`config.mk`:
```
export PLATFORM = sky130hd
export DESIGN_NAME = keypad_entry
export DESIGN_NICKNAME = d
export VERILOG_FILES = /design/src/rtl/keypad_pkg.sv /design/src/rtl/hold_timer.sv /design/src/rtl/keypad_entry.sv
export SDC_FILE = /design/constraint.sdc
export NUM_CORES = 1
export LEC_CHECK = 0
export CAP_MARGIN = 20
export CELL_PAD_IN_SITES_DETAIL_PLACEMENT = 1
export CELL_PAD_IN_SITES_GLOBAL_PLACEMENT = 2
export CORE_UTILIZATION = 41
export CTS_CLUSTER_DIAMETER = 50
export CTS_CLUSTER_SIZE = 25
export DETAILED_ROUTE_END_ITERATION = 12
export GPL_TIMING_DRIVEN = 0
export PLACE_DENSITY_LB_ADDON = 0.1
export SETUP_SLACK_MARGIN = 0.2
export SLEW_MARGIN = 20
export SYNTH_ARGS = -nofsm -noshare
export SYNTH_HDL_FRONTEND = slang
export SYNTH_SLANG_ARGS = --single-unit
```
`constraint.sdc`:
```
create_clock -name clk -period 4.47 [get_ports clk]
set_input_delay 0.894 -clock clk [delete_from_list [all_inputs] [get_ports clk]]
set_output_delay 0.894 -clock clk [all_outputs]
set_load 0.02 [all_outputs]
```
`src/rtl/keypad_pkg.sv`:
```
// Shared constants and state encoding for the keypad entry controller.
// KEYPAD_LOCKOUT_EN adds the lockout state to the encoding.
package keypad_pkg;

  localparam logic [3:0] KEY_CLEAR  = 4'hA;
  localparam logic [3:0] KEY_ENTER  = 4'hB;
  localparam logic [3:0] DISP_ERR   = 4'hA;
  localparam logic [3:0] DISP_BLANK = 4'hF;

  typedef enum logic [2:0] {
    StIdle,
    StEntry,
    StCheck,
    StUnlocked,
`ifdef KEYPAD_LOCKOUT_EN
    StError,
    StLockout
`else
    StError
`endif
  } state_e;

  function automatic int unsigned max3(input int unsigned a, input int unsigned b,
                                       input int unsigned c);
    int unsigned m;
    m = (a > b) ? a : b;
    return (m > c) ? m : c;
  endfunction

endpackage

```
`src/rtl/hold_timer.sv`:
```
// Loadable down-counter; done is high while the count is zero.
module hold_timer #(
  parameter int unsigned Width = 8
) (
  input  logic             clk,
  input  logic             reset_n,
  input  logic             load,
  input  logic [Width-1:0] value,
  output logic             done
);

  logic [Width-1:0] r_count;

  always_ff @(posedge clk or negedge reset_n) begin
    if (!reset_n) begin
      r_count <= '0;
    end else if (load) begin
      r_count <= value;
    end else if (r_count != '0) begin
      r_count <= r_count - Width'(1);
    end
  end

  assign done = (r_count == '0);

endmodule

```
`src/rtl/keypad_entry.sv`:
```
// Keypad entry controller: collects up to four BCD digits, checks them against CODE and
// drives the display and lock outputs. KEYPAD_LOCKOUT_EN enables the failed-attempt lockout.
module keypad_entry
  import keypad_pkg::*;
#(
  parameter logic [15:0] CODE           = 16'h1234,
  parameter int unsigned UNLOCK_CYCLES  = 100_000_000,
  parameter int unsigned ERROR_CYCLES   = 50_000_000,
  parameter int unsigned MAX_TRIES      = 3,
  parameter int unsigned LOCKOUT_CYCLES = 500_000_000
) (
  input  logic       clk,
  input  logic       reset_n,
  input  logic       key_valid,
  input  logic [3:0] key_code,
  output logic [3:0] DispVal,
  output logic [2:0] press_count,
  output logic       unlocked,
  output logic       error_flag
);

  localparam int unsigned TimerMax = max3(UNLOCK_CYCLES, ERROR_CYCLES, LOCKOUT_CYCLES);
  localparam int unsigned TimerW   = $clog2(TimerMax);

  state_e      r_state;
  logic [15:0] r_buf;
  logic [2:0]  r_cnt;
  logic [3:0]  r_disp;
  logic        r_unlocked;
  logic        r_error;

  logic              w_is_digit;
  logic              w_match;
  logic              w_load;
  logic [TimerW-1:0] w_value;
  logic              w_done;

`ifdef KEYPAD_LOCKOUT_EN
  localparam int unsigned FailW = $clog2(MAX_TRIES + 1);
  localparam logic [FailW-1:0] FailMax = FailW'(MAX_TRIES);
  logic [FailW-1:0] r_fail;
`else
  logic w_unused_tries;
  assign w_unused_tries = (MAX_TRIES != 0);
`endif

  assign w_is_digit = (key_code < 4'd10);
  assign w_match    = (r_cnt == 3'd4) && (r_buf == CODE);

  // Timer is loaded on entry to every timed state; it counts CYCLES-1 down to zero.
  always_comb begin
    w_load  = 1'b0;
    w_value = '0;
    if (r_state == StCheck) begin
      w_load  = 1'b1;
      w_value = w_match ? TimerW'(UNLOCK_CYCLES - 1) : TimerW'(ERROR_CYCLES - 1);
    end
`ifdef KEYPAD_LOCKOUT_EN
    else if (r_state == StError && w_done && r_fail == FailMax) begin
      w_load  = 1'b1;
      w_value = TimerW'(LOCKOUT_CYCLES - 1);
    end
`endif
  end

  hold_timer #(
    .Width(TimerW)
  ) u_hold_timer (
    .clk    (clk),
    .reset_n(reset_n),
    .load   (w_load),
    .value  (w_value),
    .done   (w_done)
  );

  always_ff @(posedge clk or negedge reset_n) begin
    if (!reset_n) begin
      r_state    <= StIdle;
      r_buf      <= '0;
      r_cnt      <= '0;
      r_disp     <= DISP_BLANK;
      r_unlocked <= 1'b0;
      r_error    <= 1'b0;
`ifdef KEYPAD_LOCKOUT_EN
      r_fail     <= '0;
`endif
    end else begin
      unique case (r_state)
        StIdle: begin
          if (key_valid && w_is_digit) begin
            r_buf   <= {12'h000, key_code};
            r_cnt   <= 3'd1;
            r_disp  <= key_code;
            r_state <= StEntry;
          end
        end
        StEntry: begin
          if (key_valid) begin
            if (w_is_digit) begin
              if (r_cnt != 3'd4) begin
                r_buf  <= {r_buf[11:0], key_code};
                r_cnt  <= r_cnt + 3'd1;
                r_disp <= key_code;
              end
            end else if (key_code == KEY_CLEAR) begin
              r_buf   <= '0;
              r_cnt   <= '0;
              r_disp  <= DISP_BLANK;
              r_state <= StIdle;
            end else if (key_code == KEY_ENTER) begin
              r_state <= StCheck;
            end
          end
        end
        StCheck: begin
          if (w_match) begin
            r_unlocked <= 1'b1;
            r_state    <= StUnlocked;
`ifdef KEYPAD_LOCKOUT_EN
            r_fail     <= '0;
`endif
          end else begin
            r_error <= 1'b1;
            r_disp  <= DISP_ERR;
            r_cnt   <= 3'd4;
            r_state <= StError;
`ifdef KEYPAD_LOCKOUT_EN
            if (r_fail != FailMax) r_fail <= r_fail + FailW'(1);
`endif
          end
        end
        StUnlocked: begin
          if (w_done) begin
            r_unlocked <= 1'b0;
            r_buf      <= '0;
            r_cnt      <= '0;
            r_disp     <= DISP_BLANK;
            r_state    <= StIdle;
          end
        end
        StError: begin
          if (w_done) begin
`ifdef KEYPAD_LOCKOUT_EN
            if (r_fail == FailMax) begin
              r_state <= StLockout;
            end else begin
              r_error <= 1'b0;
              r_buf   <= '0;
              r_cnt   <= '0;
              r_disp  <= DISP_BLANK;
              r_state <= StIdle;
            end
`else
            r_error <= 1'b0;
            r_buf   <= '0;
            r_cnt   <= '0;
            r_disp  <= DISP_BLANK;
            r_state <= StIdle;
`endif
          end
        end
`ifdef KEYPAD_LOCKOUT_EN
        StLockout: begin
          if (w_done) begin
            r_error <= 1'b0;
            r_buf   <= '0;
            r_cnt   <= '0;
            r_disp  <= DISP_BLANK;
            r_fail  <= '0;
            r_state <= StIdle;
          end
        end
`endif
        default: r_state <= StIdle;
      endcase
    end
  end

  assign DispVal     = r_disp;
  assign press_count = r_cnt;
  assign unlocked    = r_unlocked;
  assign error_flag  = r_error;

endmodule

```
==> results of run 1 <==
[cell families (layout without fill, tap and decap cells)]
| kind of cell | Yosys count | in the layout | share of synthesized area |
|---|---|---|---|
| flops | 57 | 57 | 0.455 |
| buf+inv | 35 | 64 | 0.0438 |
| xor+xnor | 25 | 25 | 0.0696 |
| fa+ha+maj | 4 | 4 | 0.0159 |
| simple gates | 136 | 136 | 0.234 |
| compound gates | 55 | 55 | 0.119 |
| mux | 18 | 18 | 0.0628 |
[through the flow]
stage	cell area, µm²	cells	hold slack, ns
2_1_floorplan	3150	330	0.457
6_report	3590	458	0.463
5_1_grt	3590	458	0.481
3_3_place_gp	3390	441	0.455
4_1_cts	3590	458	0.459
3_5_place_dp	3410	442	0.470
[placed cells by master, fill, tap and decap left out, types with 3 or more instances in the layout]
cell / count
nand2_1: 41
a31oi_1: 3
clkbuf_8: 11
mux2i_1: 13
mux2_4: 3
or4_1: 3
nor2_1: 26
xnor2_1: 19
nor4b_1: 3
xor2_1: 6
nor2b_1: 4
clkinv_2: 3
clkbuf_1: 13
nand4_1: 7
clkdlybuf4s50_1: 11
nor4_2: 4
nand2b_1: 3
nand4b_1: 3
inv_1: 18
a211oi_1: 3
a21oi_1: 12
nor4_1: 9
o21ai_0: 16
dfrtp_1: 53
nand3_1: 3
a21bo_2: 3
nor3_1: 14
dfstp_2: 4
ha_1: 4
[worst max-delay path: cells and delay by family, from the launching register on]
| family | cells | cell delay [ns] |
|---|---|---|
| buffers and inverters | 1 | 0.54 |
| and+or+nand+nor | 5 | 1.70 |
| DFF | 1 | 0.42 |
| xor gates and xnor gates | 1 | 0.17 |
[state kept, by name, indices dropped and copies added (netlist names)]
signal / count
press_count: 3
unlocked: 1
r_buf: 16
error_flag: 1
DispVal: 4
r_state: 3
u_hold_timer.r_count: 29
[how the worst max path moves through the flow]
| stage | slack [ns] | cells past startpoint | to |
|---|---|---|---|
| floorplan | 1.96 | 8 | DispVal[0]$_DFFE_PN1P_ |
| global placement | 0.55 | 1 | press_count[0]$_DFFE_PN0P_ |
| detailed placement | 1.40 | 7 | DispVal[0]$_DFFE_PN1P_ |
| CTS | 1.53 | 7 | u_hold_timer.r_count[5]$_DFFE_PN0P_ |
| global route | 1.28 | 7 | u_hold_timer.r_count[14]$_DFFE_PN0P_ |
| finish | 1.51 | 7 | u_hold_timer.r_count[5]$_DFFE_PN0P_ |
[power by group through the flow]
| stage | logic [mW] | registers [mW] | clock network (mW) |
|---|---|---|---|
| after floorplan | 0.0137 | 0.537 | 0 |
| after global placement | 0.0304 | 0.538 | 0 |
| after detailed placement | 0.0338 | 0.539 | 0 |
| after CTS | 0.0341 | 0.529 | 0.463 |
| after global routing | 0.0380 | 0.530 | 0.482 |
| final | 0.0327 | 0.529 | 0.448 |
[layer usage]
layer / wire length, µm / GRT usage / vias up
met5: 0 / 0 / -
met4: 50 / 0.0548 / 0
met3: 214 / 0.0530 / 4
met2: 3560 / 0.337 / 29
met1: 4110 / 0.326 / 1259
li1: - / - / 1204
[final cells by class]
| cell class | count | area [µm²] |
|---|---|---|
| flip-flops and latches | 57 | 1430 |
| well taps | 99 | 124 |
| clock inverters | 5 | 30.0 |
| clock buffers | 11 | 151 |
| multi-input cells | 238 | 1580 |
| inverters | 18 | 67.6 |
| repair buffers | 13 | 138 |
| plain buffers | 17 | 70.1 |
| fillers | 848 | 3740 |
==> results.yml, run 1 <==
synth:
  synth_top_area_frac: 0.422
  synth_seq_cells: 57
  async_flop_share: 1.00
  synthTopCellsByCount: "dfrtp_1 (53), nand2_1 (41), nor2_1 (26)"
  yosys_warnings: 0
  synth_area_um2: 3150
  netlist-cell-type-count: 55
  avgSynthCellArea_um2: 9.53
  syn-num-nets: 341
  synth_cells: 330
  synth.most_common_cell: "dfrtp_1"
  ys_top_cells_by_area: "dfrtp_1 (42%), xnor2_1 (5.3%), nand2_1 (4.9%)"
  synth-edff-count: 0
  ys.flop_type: "dfrtp_1"
  synth_top_area_cell: "dfrtp_1"
  ys_seq_area_frac: 0.455
power_and_ir_drop:
  p_switching_mw: 0.248
  power_mw: 1.01
  pwr-share-clk: 0.444
  ir_worst_vdd_mv: 0.203
  static-leakage-power_nw: 1.50
  p_int_mw: 0.762
  pwr-share-seq: 0.524
  power.share.switching: 0.245
  power_density_nw_per_um2: 281
  p_comb_frac: 0.032
setup_path:
  cpPeakStageDelay_ns: 0.77
  critPathArrivalTime_ns: 3.16
  crit_chain: "nor4_1, nand4_1, nor2_1, clkbuf_1, nor2_1, xnor2_1, nand2_1"
  critPathSlowestCell: "nor2_1"
  rr_endpoint: "u_hold_timer.r_count[5]$_DFFE_PN0P_"
  ff2ff_path_depth: 7
  end_kind: "flip-flop"
  r2r_start: "u_hold_timer.r_count[25]$_DFFE_PN0P_"
  regToRegSetupSlack_ns: 1.51
  path_max_fanout: 10
  crit_start: "u_hold_timer.r_count[25]$_DFFE_PN0P_"
  crit_type: "reg2reg"
  cp_data_required_time_ns: 4.67
  timing.critical_path.mode_cell: "nor2_1"
  crit_path_start_kind: "flip-flop"
timing:
  timing.fmax_mhz: 338
  period_minus_slack_ns: 2.96
  rsz0062_at_grt: "no"
  finalMaxSlewViolations: 0
  tightest_slew_ns: 0.908
  timing.final.crit_share: 0.662
  hold_viol_final: 0
  final.setup.tns_ns: 0
  setup_slack_ns: 1.51
  clock_skew_ns: 0.00884
  relSlewSlack: 0.393
  setup_violations: 0
clock_network:
  cts_tree: "built"
  htree_levels: 3
  postCtsResizedCells: 0
  clkTransAtPathRegs_ns: 0.07
  clkSinkCount: 57
  postCtsHoldBufs: 0
  numCtsBuffers: 9
  clk_path_buf_depth: 2
  clock_latency_ns: 0.34
  clockRootBuffer: "clkbuf_8"
  cts_setup_buffers: 0
cells_and_area:
  drive_above_1_share: 0.125
  syn2layout_area_growth_pct: 14.1
  final_util: 0.490
  n_antenna_cell: 0
  fin_nets: 365
route:
  drc: 0
  wl_per_cell_um: 17.3
  viasPerCell: 5.45
  vias: 2496
  dr.first_iter.drc_count: 63
  dr.pass1.iters: 4
  ant_nets: 0
  wl_um: 7940
worst_hold_path:
  hold_path.class: "in2async"
grt:
  antenna_found_initial: 0
  grt_first_pass_wirelength_um: 13400
  grtUsageTotal: 0.224
  grt_pass1_vias: 2559
  grt_max_degree: 35
  grt_overflow_total: 0
place:
  gp_congestion: 0.865
  place_hpwl_um: 5650
  io_buffers: 12
  dp_slack_ns: 1.40
job:
  drv_cap: 0
floorplanning:
  die_h_um: 89.6
  die-area_um2: 8030
  start_util: 0.429
  fp.dieW_um: 89.6
  ioPinCount: 16
  core_um2: 7330
  rows: 31
status:
  status: "complete, no violations"
Note: power is estimated with default switching activity, not from simulation.
==> inputs of run 2 (changes only) <==
--- a/config.mk
+++ b/config.mk
@@ -8,7 +8,7 @@
 export CAP_MARGIN = 20
 export CELL_PAD_IN_SITES_DETAIL_PLACEMENT = 1
 export CELL_PAD_IN_SITES_GLOBAL_PLACEMENT = 2
-export CORE_UTILIZATION = 41
+export CORE_UTILIZATION = 38
 export CTS_CLUSTER_DIAMETER = 50
 export CTS_CLUSTER_SIZE = 25
 export DETAILED_ROUTE_END_ITERATION = 12
==> constraint.sdc (replaced) <==
create_clock -name clk -period 3.1 [get_ports clk]
set_input_delay 0.62 -clock clk [delete_from_list [all_inputs] [get_ports clk]]
set_output_delay 0.62 -clock clk [all_outputs]
set_load 0.02 [all_outputs]
==> results.yml, run 2 (synthesis gave the netlist of run 1 again) <==
status:
  status: "complete, no violations"
route:
  wl_per_cell_um: 17.0
  dr.first_iter.drc_count: 36
  wl_um: 7820
  ant_nets: 0
  vias: 2462
  drc: 0
  dr.pass1.iters: 4
  viasPerCell: 5.34
setup_path:
  critPathArrivalTime_ns: 2.93
  regToRegSetupSlack_ns: 0.45
  ff2ff_path_depth: 6
  r2r_start: "r_buf[15]$_DFFE_PN0P_"
  critPathSlowestCell: "or4b_1"
  crit_type: "reg2reg"
  rr_endpoint: "DispVal[1]$_DFFE_PN1P_"
  crit_start: "r_buf[15]$_DFFE_PN0P_"
  worstSetupEndpoint: "DispVal[1]$_DFFE_PN1P_"
  end_kind: "flip-flop"
  cp_data_required_time_ns: 3.37
  crit_chain: "or4b_1, nor4_2, a21oi_1, o211ai_2, a211o_4, mux2_4"
  crit_path_start_kind: "flip-flop"
  cpPeakStageDelay_ns: 0.53
  path_max_fanout: 6
grt:
  grtUsageTotal: 0.203
  antenna_found_initial: 0
  grt_first_pass_wirelength_um: 13500
  met1_usage: 0.249
  grt_overflow_total: 0
  top_usage_layer: "met2"
  met3_usage: 0.0488
  grt_max_degree: 33
  grt_pass1_vias: 2681
  grt_use_met2: 0.355
place:
  place_hpwl_um: 5680
  gp_congestion: 0.758
  io_buffers: 12
clock_network:
  clkTransAtPathRegs_ns: 0.07
  postCtsResizedCells: 1
  cts_setup_buffers: 0
  clock_latency_ns: 0.34
  cts_tree: "built"
  htree_levels: 3
  postCtsHoldBufs: 0
  clockRootBuffer: "clkbuf_8"
  clkSinkCount: 57
  numCtsBuffers: 9
  clk_path_buf_depth: 2
timing:
  timing.final.crit_share: 0.855
  timing.fmax_mhz: 377
  hold_viol_final: 0
  tightest_slew_ns: 0.582
  rsz0062_at_grt: "no"
  timing.hold.ws_ns: 0.187
  period_minus_slack_ns: 2.65
  setup_violations: 0
  clock_skew_ns: 0.00929
  final.setup.tns_ns: 0
  finalMaxSlewViolations: 0
  relSlewSlack: 0.612
worst_hold_path:
  hold_path.class: "in2async"
cells_and_area:
  fin_nets: 365
  syn2layout_area_growth_pct: 14.8
  n_antenna_cell: 0
  largest_reg_flops: 29
  final_cell_mix: "dfrtp_1 (53), nand2_1 (41), nor2_1 (25), xnor2_1 (19), inv_1 (18)"
  final_common_cell: "dfrtp_1"
  drive_above_1_share: 0.125
  largest_register: "u_hold_timer.r_count"
power_and_ir_drop:
  power_density_nw_per_um2: 419
  static-leakage-power_nw: 1.50
  ir_worst_vdd_mv: 0.207
floorplanning:
  die_h_um: 93.0
  ioPinCount: 16
  core_um2: 7850
  start_util: 0.401
  fp.dieW_um: 93.0
  rows: 32
  die-area_um2: 8650
job:
  drv_cap: 0
## run 2: cell types whose count changed in the layout (fill, tap and decap cells not counted), sizes merged
cell / change
bufinv: +1
clkinv: -1
## run 2: report_power, final
group / total [mW] / internal [mW] / switching [mW] / leakage [nW]
combinational: 0.0464 / 0.0151 / 0.0313 / 0.743
clock: 0.702 / 0.390 / 0.312 / 0.0953
sequential: 0.763 / 0.755 / 0.00807 / 0.665
total: 1.51 / 1.16 / 0.352 / 1.50
## run 2: per-layer routing
layer	part of all wire	wire length, µm
met1	0.45	3550
met2	0.50	3920
met3	0.033	257
met4	0.011	87
met5	0	0
## run 2: layout make-up
class / count / area (µm²)
plain buffers: 17 / 70.1
clock buffers: 11 / 141
clock inverters: 5 / 55.1
fillers: 920 / 4240
inverters: 18 / 67.6
multi-input cells: 238 / 1580
flip-flops and latches: 57 / 1430
well taps: 102 / 128
repair buffers: 13 / 138
## run 2: worst max-delay path: cells and delay by family, from the launching register on
kind	cells	cell delay (ns)
and+or+nand+nor	2	1.03
AOI/OAI and AO/OA	3	0.85
DFF	1	0.39
muxes	1	0.31
## run 2: worst min path at each step
stage                                     endpoint              startpoint  cells past startpoint
6_report       u_hold_timer.r_count[2]$_DFFE_PN0P_                 reset_n                      1
5_1_grt        u_hold_timer.r_count[2]$_DFFE_PN0P_                 reset_n                      1
4_1_cts                 press_count[0]$_DFFE_PN0P_                 reset_n                      1
3_5_place_dp                DispVal[3]$_DFFE_PN1P_  DispVal[3]$_DFFE_PN1P_                      2
3_3_place_gp                DispVal[3]$_DFFE_PN1P_  DispVal[3]$_DFFE_PN1P_                      2
2_1_floorplan               error_flag$_DFFE_PN0P_                 reset_n                      0
## run 2: per-stage QoR
stage	util	total power, mW	cell area (µm²)	setup WS [ns]	instances
floorplan	-	0.794	3150	0.868	330
detailed placement	0.435	0.826	3410	0.209	445
finish	0.460	1.51	3610	0.449	461
global route	0.460	1.57	3610	0.253	461
CTS	0.460	1.54	3610	0.390	461
global placement	0.432	0.821	3390	-0.549	444
==> inputs of run 3 (changes only) <==
--- a/config.mk
+++ b/config.mk
@@ -8,7 +8,8 @@
 export CAP_MARGIN = 20
 export CELL_PAD_IN_SITES_DETAIL_PLACEMENT = 1
 export CELL_PAD_IN_SITES_GLOBAL_PLACEMENT = 2
-export CORE_UTILIZATION = 38
+export CORE_UTILIZATION = 40
+export CTS_BUF_LIST = sky130_fd_sc_hd__clkbuf_2 sky130_fd_sc_hd__clkbuf_4 sky130_fd_sc_hd__clkbuf_8
 export CTS_CLUSTER_DIAMETER = 50
 export CTS_CLUSTER_SIZE = 25
 export DETAILED_ROUTE_END_ITERATION = 12
==> results.yml, run 3 (synthesis gave the netlist of run 1 again) <==
power_and_ir_drop:
  p_comb_frac: 0.031
  pwr-share-clk: 0.463
  p_switching_mw: 0.342
  power.share.switching: 0.227
  power_density_nw_per_um2: 418
  p_int_mw: 1.17
  ir_worst_vdd_mv: 0.189
  pwr-share-seq: 0.506
  static-leakage-power_nw: 1.51
timing:
  timing.final.crit_share: 0.841
  timing.fmax_mhz: 384
  relSlewSlack: 0.572
  tightest_slew_ns: 0.634
  clock_skew_ns: 0.00798
  hold_viol_final: 0
  final.setup.tns_ns: 0
  setup_violations: 0
  period_minus_slack_ns: 2.61
  setup_slack_ns: 0.493
  rsz0062_at_grt: "no"
  finalMaxSlewViolations: 0
cells_and_area:
  largest_reg_flops: 29
  drive_above_1_share: 0.131
  final_util: 0.488
  final_cell_mix: "dfrtp_1 (53), nand2_1 (41), nor2_1 (25), xnor2_1 (19), inv_1 (18)"
  syn2layout_area_growth_pct: 14.8
  final_common_cell: "dfrtp_1"
  final_cells: 458
  fin_nets: 365
  largest_register: "u_hold_timer.r_count"
  n_antenna_cell: 0
  finalInstanceArea_um2: 3610
route:
  drc: 0
  ant_nets: 0
  maxUsedRoutingLayer: "met4"
  wl_met3_um: 218
  dr.pass1.iters: 4
  wl_per_cell_um: 17.3
  vias: 2477
  met1_length_um: 4040
  route.met2.wl_um: 3550
  viasPerCell: 5.41
  wl_um: 7900
  dr.first_iter.drc_count: 75
setup_path:
  crit_chain: "or4b_1, nor4_2, a21oi_1, o211ai_2, a211o_4, mux2_4"
  ff2ff_path_depth: 6
  critPathSlowestCell: "or4b_1"
  critPathArrivalTime_ns: 2.88
  regToRegSetupSlack_ns: 0.49
  crit_type: "reg2reg"
  cpPeakStageDelay_ns: 0.57
  r2r_start: "r_buf[13]$_DFFE_PN0P_"
  path_max_fanout: 6
  rr_endpoint: "DispVal[1]$_DFFE_PN1P_"
  crit_path_start_kind: "flip-flop"
  cp_data_required_time_ns: 3.37
  end_kind: "flip-flop"
floorplanning:
  fp.dieW_um: 90.7
  rows: 31
  start_util: 0.425
  core_um2: 7410
  die-area_um2: 8220
  die_h_um: 90.7
  ioPinCount: 16
clock_network:
  cts_setup_buffers: 0
  cts_tree: "built"
  clkSinkCount: 57
  clockRootBuffer: "clkbuf_8"
  numCtsBuffers: 9
  clkTransAtPathRegs_ns: 0.07
  clk_path_buf_depth: 2
  htree_levels: 3
  clock_latency_ns: 0.34
  postCtsHoldBufs: 0
grt:
  antenna_found_initial: 0
  grt_first_pass_wirelength_um: 13500
  grt_overflow_total: 0
  grt_max_degree: 40
  grtUsageTotal: 0.212
  grt_pass1_vias: 2609
place:
  dp_cells: 442
  io_buffers: 12
  place_hpwl_um: 5760
  dp_slack_ns: 0.129
  gp_congestion: 0.815
  place_area_um2: 3410
worst_hold_path:
  hold_path.class: "in2async"
job:
  drv_cap: 0
status:
  status: "complete, no violations"
-- run 3: cell types whose count changed in the layout (fill, tap and decap cells not counted), sizes merged --
cell      delta
clkbuf       +4
clkinv       -2
bufinv       -1
clkinvlp     -1
-- run 3: cell type report --
cell class              instances  area (µm²)
well taps                      99         124
inverters                      18        67.6
plain buffers                  17        71.3
clock inverters                 1        7.51
multi-input cells             238        1580
repair buffers                 13         138
flip-flops and latches         57        1430
fillers                       852        3800
clock buffers                  15         194
-- run 3: worst max path at each step --
stage	from	end	slack [ns]	cells past startpoint
global placement	reset_n	u_hold_timer.r_count[5]$_DFFE_PN0P_	-0.55	1
detailed placement	u_hold_timer.r_count[25]$_DFFE_PN0P_	u_hold_timer.r_count[14]$_DFFE_PN0P_	0.13	7
finish	r_buf[13]$_DFFE_PN0P_	DispVal[1]$_DFFE_PN1P_	0.49	6
global route	u_hold_timer.r_count[4]$_DFFE_PN0P_	u_hold_timer.r_count[28]$_DFFE_PN0P_	0.29	6
CTS	u_hold_timer.r_count[25]$_DFFE_PN0P_	u_hold_timer.r_count[5]$_DFFE_PN0P_	0.32	7
floorplan	key_code[3]	DispVal[0]$_DFFE_PN1P_	0.87	8
-- run 3: power groups by stage --
stage / Sequential (mW) / Clock, mW / Combinational, mW
after CTS: 0.763 / 0.720 / 0.0486
after detailed placement: 0.777 / 0 / 0.0483
after floorplan: 0.774 / 0 / 0.0197
after global routing: 0.764 / 0.748 / 0.0542
final: 0.763 / 0.698 / 0.0468
after global placement: 0.776 / 0 / 0.0441
-- run 3: per-layer routing --
layer  vias up  track usage
met1      1233        0.293
li1       1208            -
met2        29        0.329
met3         7       0.0480
met5         -            0
met4         0       0.0659
-- run 3: repair_timing --
action | 4_1_cts | 5_1_grt
pin swaps | 0 | 0
gates resized for setup | 1 | 2
endpoints found under the setup margin | 5 | 4
-- run 3: metrics by stage --
stage | power, mW | hold slack (ns)
2_1_floorplan | 0.794 | 0.324
3_3_place_gp | 0.820 | 0.451
3_5_place_dp | 0.825 | 0.467
4_1_cts | 1.53 | 0.151
5_1_grt | 1.57 | 0.165
6_report | 1.51 | 0.156
-- run 3: worst max-delay path: cells and delay by family, from the launching register on --
| family | cells | cell delay, ns |
|---|---|---|
| AO/OA/AOI/OAI | 3 | 0.84 |
| flip-flops | 1 | 0.38 |
| multiplexers | 1 | 0.31 |
| AND/OR/NAND/NOR | 2 | 1.02 |
